`src/rtl/reset_release_sequencer.sv`:
```
// Staged reset controller: waits for PLL lock and init done, then releases NUM_STAGES
// active-low resets in order. Define LOCK_DEBOUNCE_EN to build the lock-qualification state.
module reset_release_sequencer #(
    parameter int unsigned NUM_STAGES         = 4,
    parameter int unsigned STAGE_DLY          = 1024,
    parameter int unsigned LOCK_STABLE_CYCLES = 256
) (
    input  logic                  i_clk,
    input  logic                  i_resetn,
    input  logic                  i_pll_lock,
    input  logic                  i_init_done,
    input  logic                  i_sw_rst_req,
    output logic                  o_sw_rst_ack,
    output logic [NUM_STAGES-1:0] o_stage_resetn,
    output logic                  o_seq_done,
    output logic [7:0]            o_lock_loss_cnt,
    output logic [2:0]            o_seq_state
);

    typedef enum logic [2:0] {
        S_WAIT    = 3'd0,
        S_QUAL    = 3'd1,
        S_RELEASE = 3'd2,
        S_RUN     = 3'd3,
        S_HOLD    = 3'd4
    } state_t;

    localparam logic [15:0] DLY_LAST = 16'(STAGE_DLY - 1);

`ifdef LOCK_DEBOUNCE_EN
    localparam int unsigned QW = $clog2(LOCK_STABLE_CYCLES + 1);
    localparam logic [QW-1:0] QUAL_LAST = QW'(LOCK_STABLE_CYCLES - 1);
    logic [QW-1:0] r_qual_cnt;
`else
    // QUAL is not built; the parameter is kept so both builds share one interface
    localparam int unsigned lock_stable_unused = LOCK_STABLE_CYCLES;
`endif

    logic                  r_lock_m, r_lock_s;
    logic                  r_init_m, r_init_s, r_init_seen;
    logic                  r_req_m, r_req_s, r_req_d;
    state_t                r_state;
    logic [15:0]           r_cnt;
    logic [NUM_STAGES-1:0] r_stage;
    logic                  r_done;
    logic                  r_ack;
    logic [7:0]            r_llc;

    logic                  w_req_rise;
    logic                  w_init_ok;
    logic [NUM_STAGES-1:0] w_stage_next;

    always_ff @(posedge i_clk or negedge i_resetn) begin
        if (!i_resetn) begin
            r_lock_m    <= 1'b0;
            r_lock_s    <= 1'b0;
            r_init_m    <= 1'b0;
            r_init_s    <= 1'b0;
            r_init_seen <= 1'b0;
            r_req_m     <= 1'b0;
            r_req_s     <= 1'b0;
            r_req_d     <= 1'b0;
        end else begin
            r_lock_m    <= i_pll_lock;
            r_lock_s    <= r_lock_m;
            r_init_m    <= i_init_done;
            r_init_s    <= r_init_m;
            r_init_seen <= r_init_seen | r_init_s;
            r_req_m     <= i_sw_rst_req;
            r_req_s     <= r_req_m;
            r_req_d     <= r_req_s;
        end
    end

    assign w_req_rise   = r_req_s & ~r_req_d;
    assign w_init_ok    = r_init_s | r_init_seen;
    // Thermometer step: next stage bit joins the already-released ones
    assign w_stage_next = r_stage | (r_stage << 1) | NUM_STAGES'(1);

    always_ff @(posedge i_clk or negedge i_resetn) begin
        if (!i_resetn) begin
            r_state <= S_WAIT;
            r_cnt   <= '0;
            r_stage <= '0;
            r_done  <= 1'b0;
            r_ack   <= 1'b0;
            r_llc   <= '0;
`ifdef LOCK_DEBOUNCE_EN
            r_qual_cnt <= '0;
`endif
        end else begin
            r_ack <= 1'b0;
            case (r_state)
                S_WAIT: begin
                    r_stage <= '0;
                    r_done  <= 1'b0;
                    if (w_req_rise) r_ack <= 1'b1;
                    if (r_lock_s && w_init_ok) begin
                        r_cnt <= '0;
`ifdef LOCK_DEBOUNCE_EN
                        r_qual_cnt <= '0;
                        r_state    <= S_QUAL;
`else
                        r_state <= S_RELEASE;
`endif
                    end
                end
`ifdef LOCK_DEBOUNCE_EN
                S_QUAL: begin
                    if (w_req_rise) r_ack <= 1'b1;
                    if (!r_lock_s) begin
                        r_state    <= S_WAIT;
                        r_qual_cnt <= '0;
                    end else if (r_qual_cnt == QUAL_LAST) begin
                        r_state <= S_RELEASE;
                        r_cnt   <= '0;
                    end else begin
                        r_qual_cnt <= r_qual_cnt + QW'(1);
                    end
                end
`endif
                S_RELEASE, S_RUN: begin
                    // Lock loss outranks a simultaneous request; the ACK still reports the reset
                    if (!r_lock_s) begin
                        r_state <= S_WAIT;
                        r_stage <= '0;
                        r_done  <= 1'b0;
                        if (r_llc != 8'hFF) r_llc <= r_llc + 8'd1;
                        if (w_req_rise) r_ack <= 1'b1;
                    end else if (w_req_rise) begin
                        r_state <= S_HOLD;
                        r_stage <= '0;
                        r_done  <= 1'b0;
                        r_cnt   <= '0;
                    end else if (r_state == S_RELEASE) begin
                        if (r_cnt == DLY_LAST) begin
                            r_cnt   <= '0;
                            r_stage <= w_stage_next;
                            if (&w_stage_next) begin
                                r_state <= S_RUN;
                                r_done  <= 1'b1;
                            end
                        end else begin
                            r_cnt <= r_cnt + 16'd1;
                        end
                    end
                end
                S_HOLD: begin
                    r_stage <= '0;
                    r_done  <= 1'b0;
                    if (!r_lock_s) begin
                        r_state <= S_WAIT;
                        r_ack   <= 1'b1;
                        if (r_llc != 8'hFF) r_llc <= r_llc + 8'd1;
                    end else if (r_cnt == DLY_LAST) begin
                        r_state <= S_WAIT;
                        r_ack   <= 1'b1;
                    end else begin
                        r_cnt <= r_cnt + 16'd1;
                    end
                end
                default: begin
                    r_state <= S_WAIT;
                    r_stage <= '0;
                    r_done  <= 1'b0;
                end
            endcase
        end
    end

    assign o_sw_rst_ack    = r_ack;
    assign o_stage_resetn  = r_stage;
    assign o_seq_done      = r_done;
    assign o_lock_loss_cnt = r_llc;
    assign o_seq_state     = r_state;

endmodule
```
`config.mk`:
```
export PLATFORM = sky130hd
export DESIGN_NAME = reset_release_sequencer
export DESIGN_NICKNAME = d
export VERILOG_FILES = /design/src/rtl/reset_release_sequencer.sv
export SDC_FILE = /design/constraint.sdc
export NUM_CORES = 1
export LEC_CHECK = 0
export ABC_AREA = 1
export BUFFER_PORTS_ARGS = -buffer_cell sky130_fd_sc_hd__buf_2
export CAP_MARGIN = 10
export CORE_ASPECT_RATIO = 0.8
export CORE_MARGIN = 3
export CORE_UTILIZATION = 64
export DETAILED_ROUTE_END_ITERATION = 8
export PLACE_DENSITY = 0.85
export SYNTH_ARGS = -nofsm -noshare
export SYNTH_HDL_FRONTEND = slang
export SYNTH_SLANG_ARGS = --single-unit
```
`constraint.sdc`:
```
create_clock -name i_clk -period 3 [get_ports i_clk]
set_input_delay 0.6 -clock i_clk [delete_from_list [all_inputs] [get_ports i_clk]]
set_output_delay 0.6 -clock i_clk [all_outputs]
set_load 0.005 [all_outputs]
```
==> impl_table.tex <==
\begin{tabular}{lr}
\hline
Metric & Value \\
\hline
\multicolumn{2}{l}{\textbf{Clock tree}} \\
\quad Clock buffer depth & 2 \\
\quad Library cell used as clock root buffer & sky130\_fd\_sc\_hd\_\_clkbuf\_8 \\
\quad Setup fix buffers added after clock tree synthesis & 0 \\
\quad CTS resizes & 0 \\
\quad Sink count of the clock tree & 41 \\
\quad Later-pin clock latency in the skew report & 0.30 ns \\
\quad TritonCTS clock tree & done \\
\quad Post-CTS Hold Buffers & 0 \\
\quad Number of H-tree levels & 2 \\
\quad Clock input transition at the sequential cells of the worst setup and hold paths & 0.08 ns \\
\quad Inserted Clock Buffers & 5 \\
\multicolumn{2}{l}{\textbf{Timing}} \\
\quad Final critical-path setup slack & 1.08 ns \\
\quad Actual slew at the worst max-slew pin & 0.856 ns \\
\quad F\_max & 521 MHz \\
\quad Final Skew & 0.00307 ns \\
\quad Time the worst path needs with I/O delays and setup & 1.92 ns \\
\quad Setup TNS after final layout & 0 ns \\
\quad Fin crit share & 64.0\% \\
\quad Number of max-slew violations in the final report & 0 \\
\quad Setup repair after global routing missed its margin & false \\
\quad Tightest slew margin relative to the limit & 42.9\% \\
\quad Count of endpoints failing hold in the final timing report & 0 \\
\quad Smallest hold slack & 0.357 ns \\
\quad Number of endpoints failing setup at the final stage & 0 \\
\multicolumn{2}{l}{\textbf{Logic synthesis}} \\
\quad Most frequent cell after synthesis & sky130\_fd\_sc\_hd\_\_nand2\_1 \\
\quad Flip-flop and latch count after synthesis & 41 \\
\quad Number of flops mapped to enable cells by yosys & 0 \\
\quad Leading post-synthesis cells by instance count & 117 x sky130\_fd\_sc\_hd\_\_nand2\_1, 45 x sky130\_fd\_sc\_hd\_\_inv\_1, 41 x sky130\_fd\_sc\_hd\_\_dfrtp\_1 \\
\quad Area share of the leading cell type in the synthesized netlist & 42.6\% \\
\quad Post-synth top area cell & sky130\_fd\_sc\_hd\_\_dfrtp\_1 \\
\quad Distinct cell type count of the synthesized netlist & 28 \\
\quad Async SR Flop Fraction & 100\% \\
\quad Top area cells in the synthesized netlist & sky130\_fd\_sc\_hd\_\_dfrtp\_1 43\%, sky130\_fd\_sc\_hd\_\_nand2\_1 18\%, sky130\_fd\_sc\_hd\_\_inv\_1 7.0\% \\
\quad Fraction of the yosys area taken by sequential cells & 42.6\% \\
\quad Most common flop cell mapped by yosys & sky130\_fd\_sc\_hd\_\_dfrtp\_1 \\
\quad Number of synthesis warnings & 0 \\
\quad Number of instances in the synthesized netlist & 340 \\
\quad Cell area after synthesis & 2410 um2 \\
\quad Avg Cell Area, Syn & 7.08 um2 \\
\quad Syn nets & 347 \\
\multicolumn{2}{l}{\textbf{Placement}} \\
\quad PortBufs & 21 \\
\quad Placed wire-length estimate after detailed placement & 3640 um \\
\quad Worst slack at placement & 1.12 ns \\
\quad Final estimated routing congestion in global placement & 0.960 \\
\quad Dpl cells & 397 \\
\quad Cell area after placement & 2520 um2 \\
\multicolumn{2}{l}{\textbf{Pwr}} \\
\quad Sum of internal, switching and leakage power & 1.70 mW \\
\quad Net switching share of the total power & 37.8\% \\
\quad Clock share of power & 27.8\% \\
\quad Maximum VDD drop & 0.000450 V \\
\quad Switching power & 642 uW \\
\quad Pwr/cell area & 643 nW/um2 \\
\quad Flop pwr share & 41.5\% \\
\quad Static Leakage & 1.47 nW \\
\quad Internal Pwr Total & 1.06 mW \\
\quad Share of power burned in combinational logic & 30.6\% \\
\multicolumn{2}{l}{\textbf{Worst hold path}} \\
\quad WHS Endpoint & r\_lock\_s \\
\quad Cell depth of the worst hold path & 0 \\
\quad Class of the tightest hold or removal check & reg -> reg \\
\quad Hold Startpoint & r\_lock\_m \\
\multicolumn{2}{l}{\textbf{Critical path}} \\
\quad Critical path buffers and inverters & 1 \\
\quad Worst setup path startpoint & o\_seq\_state[1] \\
\quad Largest driver fanout on the critical path & 14 \\
\quad FF-to-FF path depth & 6 \\
\quad Start of the worst register-to-register path & o\_seq\_state[1] \\
\quad Category of the most critical setup path & reg -> reg \\
\quad Family of cells with the greatest summed delay on the critical path & compound AO/OA/AOI/OAI gates \\
\quad Slowest cell on the critical path & sky130\_fd\_sc\_hd\_\_o211ai\_1 \\
\quad Reg-to-Reg End & o\_lock\_loss\_cnt[4] \\
\quad Cell breakdown of the critical path & nor2\_1 -> nand2\_1 -> inv\_2 -> o211ai\_1 -> nor2\_1 -> xor2\_1 \\
\quad Largest stage delay, worst path & 0.68 ns \\
\quad CP Data Arrival Time & 2.11 ns \\
\quad Crit path required time & 3.19 ns \\
\quad Most common cell type on the critical path & sky130\_fd\_sc\_hd\_\_nor2\_1 \\
\quad CP Launch Type & flop \\
\quad Slack of the worst reg-to-reg path & 1.08 ns \\
\quad Type of element capturing the critical path & flop \\
\multicolumn{2}{l}{\textbf{Routing}} \\
\quad Sum of routed wire length over all layers & 5140 um \\
\quad Remaining antenna violation count after routing & 0 \\
\quad Routed len/inst & 12.7 um \\
\quad Average vias per placed instance & 5.38 \\
\quad Routed vias & 2180 \\
\quad DRC & 0 \\
\quad DRT Pass-1 Iters & 5 \\
\quad DRT iter0 DRCs & 280 \\
\multicolumn{2}{l}{\textbf{Global route}} \\
\quad Routing usage on met1 & 36.6\% \\
\quad Number of global-route vias before repair & 1935 \\
\quad Global Route met2 Usage & 38.4\% \\
\quad Remaining global-route overflow & 0 \\
\quad Initial antenna violation count & 0 \\
\quad Largest net degree at the start of global routing & 42 \\
\quad Gr usage total & 25.7\% \\
\quad Most crowded layer after global routing & met2 \\
\quad M3 GR Usage & 6.62\% \\
\quad First-pass GRT wire length & 8740 um \\
\multicolumn{2}{l}{\textbf{Floorplanning}} \\
\quad Top-Level Pins & 22 \\
\quad Initial Util & 68.4\% \\
\quad Die height & 60.9 um \\
\quad Die Outline Area & 4540 um2 \\
\quad Width of the die & 74.6 um \\
\quad Site row count & 19 \\
\quad Placeable core area & 3520 um2 \\
\multicolumn{2}{l}{\textbf{Finish}} \\
\quad Area added between synthesis and finish & 9.77\% \\
\quad Count of non-filler cells in the finished layout & 405 \\
\quad Antenna fix cells & 0 \\
\quad Share of post-route cells with drive strength above 1 & 12.9\% \\
\quad Post-layout utilization of the core & 75.1\% \\
\quad Final \#Nets & 369 \\
\quad Finished layout cell area & 2640 um2 \\
\multicolumn{2}{l}{\textbf{Run}} \\
\quad Max-cap violations & 0 \\
\multicolumn{2}{l}{\textbf{Outcome}} \\
\quad Status & finished clean \\
\hline
\end{tabular}
[registers in the layout (all words and copies together) (netlist names), 3 cells and up]
register         cells
o_stage_resetn       4
o_seq_state          3
o_lock_loss_cnt      8
r_cnt               16
[worst max-delay path by stage]
| stage | endpoint | slack (ns) | cells past startpoint |
|---|---|---|---|
| finish | o_lock_loss_cnt[4] | 1.08 | 6 |
| detailed placement | o_lock_loss_cnt[4] | 1.12 | 6 |
| global placement | o_lock_loss_cnt[4] | 1.20 | 5 |
| global route | o_lock_loss_cnt[4] | 0.92 | 5 |
| floorplan | r_cnt[11] | 1.49 | 11 |
| CTS | o_lock_loss_cnt[4] | 1.11 | 5 |
[logic make-up (layout without fill, tap and decap cells)]
group	Yosys count	count (layout)	synth area share, %
AO/OA/AOI/OAI	23	23	5.20
XOR/XNOR	10	10	3.64
adder cells (fa/ha/maj)	2	2	1.04
buffers and inverters	56	79	9.67
flip-flops	41	41	42.6
AND/OR/NAND/NOR	208	208	37.8
[metal layers]
| layer | vias up | routed length, um |
|---|---|---|
| met3 | 12 | 414 |
| met1 | 981 | 2410 |
| met4 | 0 | 92 |
| met5 | - | 0 |
| met2 | 87 | 2220 |
| li1 | 1100 | - |
[layout by cell type, fill, tap and decap left out]
| cell | count |
|---|---|
| sky130_fd_sc_hd__a21boi_0 | 2 |
| sky130_fd_sc_hd__a21oi_1 | 4 |
| sky130_fd_sc_hd__and2_1 | 1 |
| sky130_fd_sc_hd__buf_2 | 21 |
| sky130_fd_sc_hd__bufinv_16 | 1 |
| sky130_fd_sc_hd__clkbuf_8 | 6 |
| sky130_fd_sc_hd__clkinv_1 | 1 |
| sky130_fd_sc_hd__clkinvlp_4 | 1 |
| sky130_fd_sc_hd__dfrtp_1 | 41 |
| sky130_fd_sc_hd__ha_1 | 2 |
| sky130_fd_sc_hd__inv_1 | 45 |
| sky130_fd_sc_hd__inv_2 | 3 |
| sky130_fd_sc_hd__inv_4 | 1 |
| sky130_fd_sc_hd__nand2_1 | 117 |
| sky130_fd_sc_hd__nand2_2 | 2 |
| sky130_fd_sc_hd__nand2_4 | 3 |
| sky130_fd_sc_hd__nand3_1 | 26 |
| sky130_fd_sc_hd__nand3_2 | 1 |
| sky130_fd_sc_hd__nand4_1 | 12 |
| sky130_fd_sc_hd__nor2_1 | 33 |
| sky130_fd_sc_hd__nor2_2 | 4 |
| sky130_fd_sc_hd__nor2_4 | 1 |
| sky130_fd_sc_hd__nor3_1 | 5 |
| sky130_fd_sc_hd__o211ai_1 | 1 |
| sky130_fd_sc_hd__o21ai_0 | 15 |
| sky130_fd_sc_hd__o31ai_1 | 1 |
| sky130_fd_sc_hd__or2_2 | 3 |
| sky130_fd_sc_hd__xor2_1 | 10 |
[area by class of cell]
cell class	count	area [um2]
multi-input combinational	243	1150
fill	271	876
tap	42	52.6
timing repair buffer	21	105
clock buffer	6	82.6
clock inverter	2	37.5
inverter	50	190
sequential	41	1030
[power by group through the flow]
stage	combinational [mW]	clock, mW	sequential [mW]
after floorplan	0.395	0	0.709
after global placement	0.502	0	0.708
after detailed placement	0.515	0	0.716
after CTS	0.519	0.478	0.704
after global routing	0.586	0.508	0.718
final	0.520	0.473	0.705
Power figures use the tool's default switching activity.
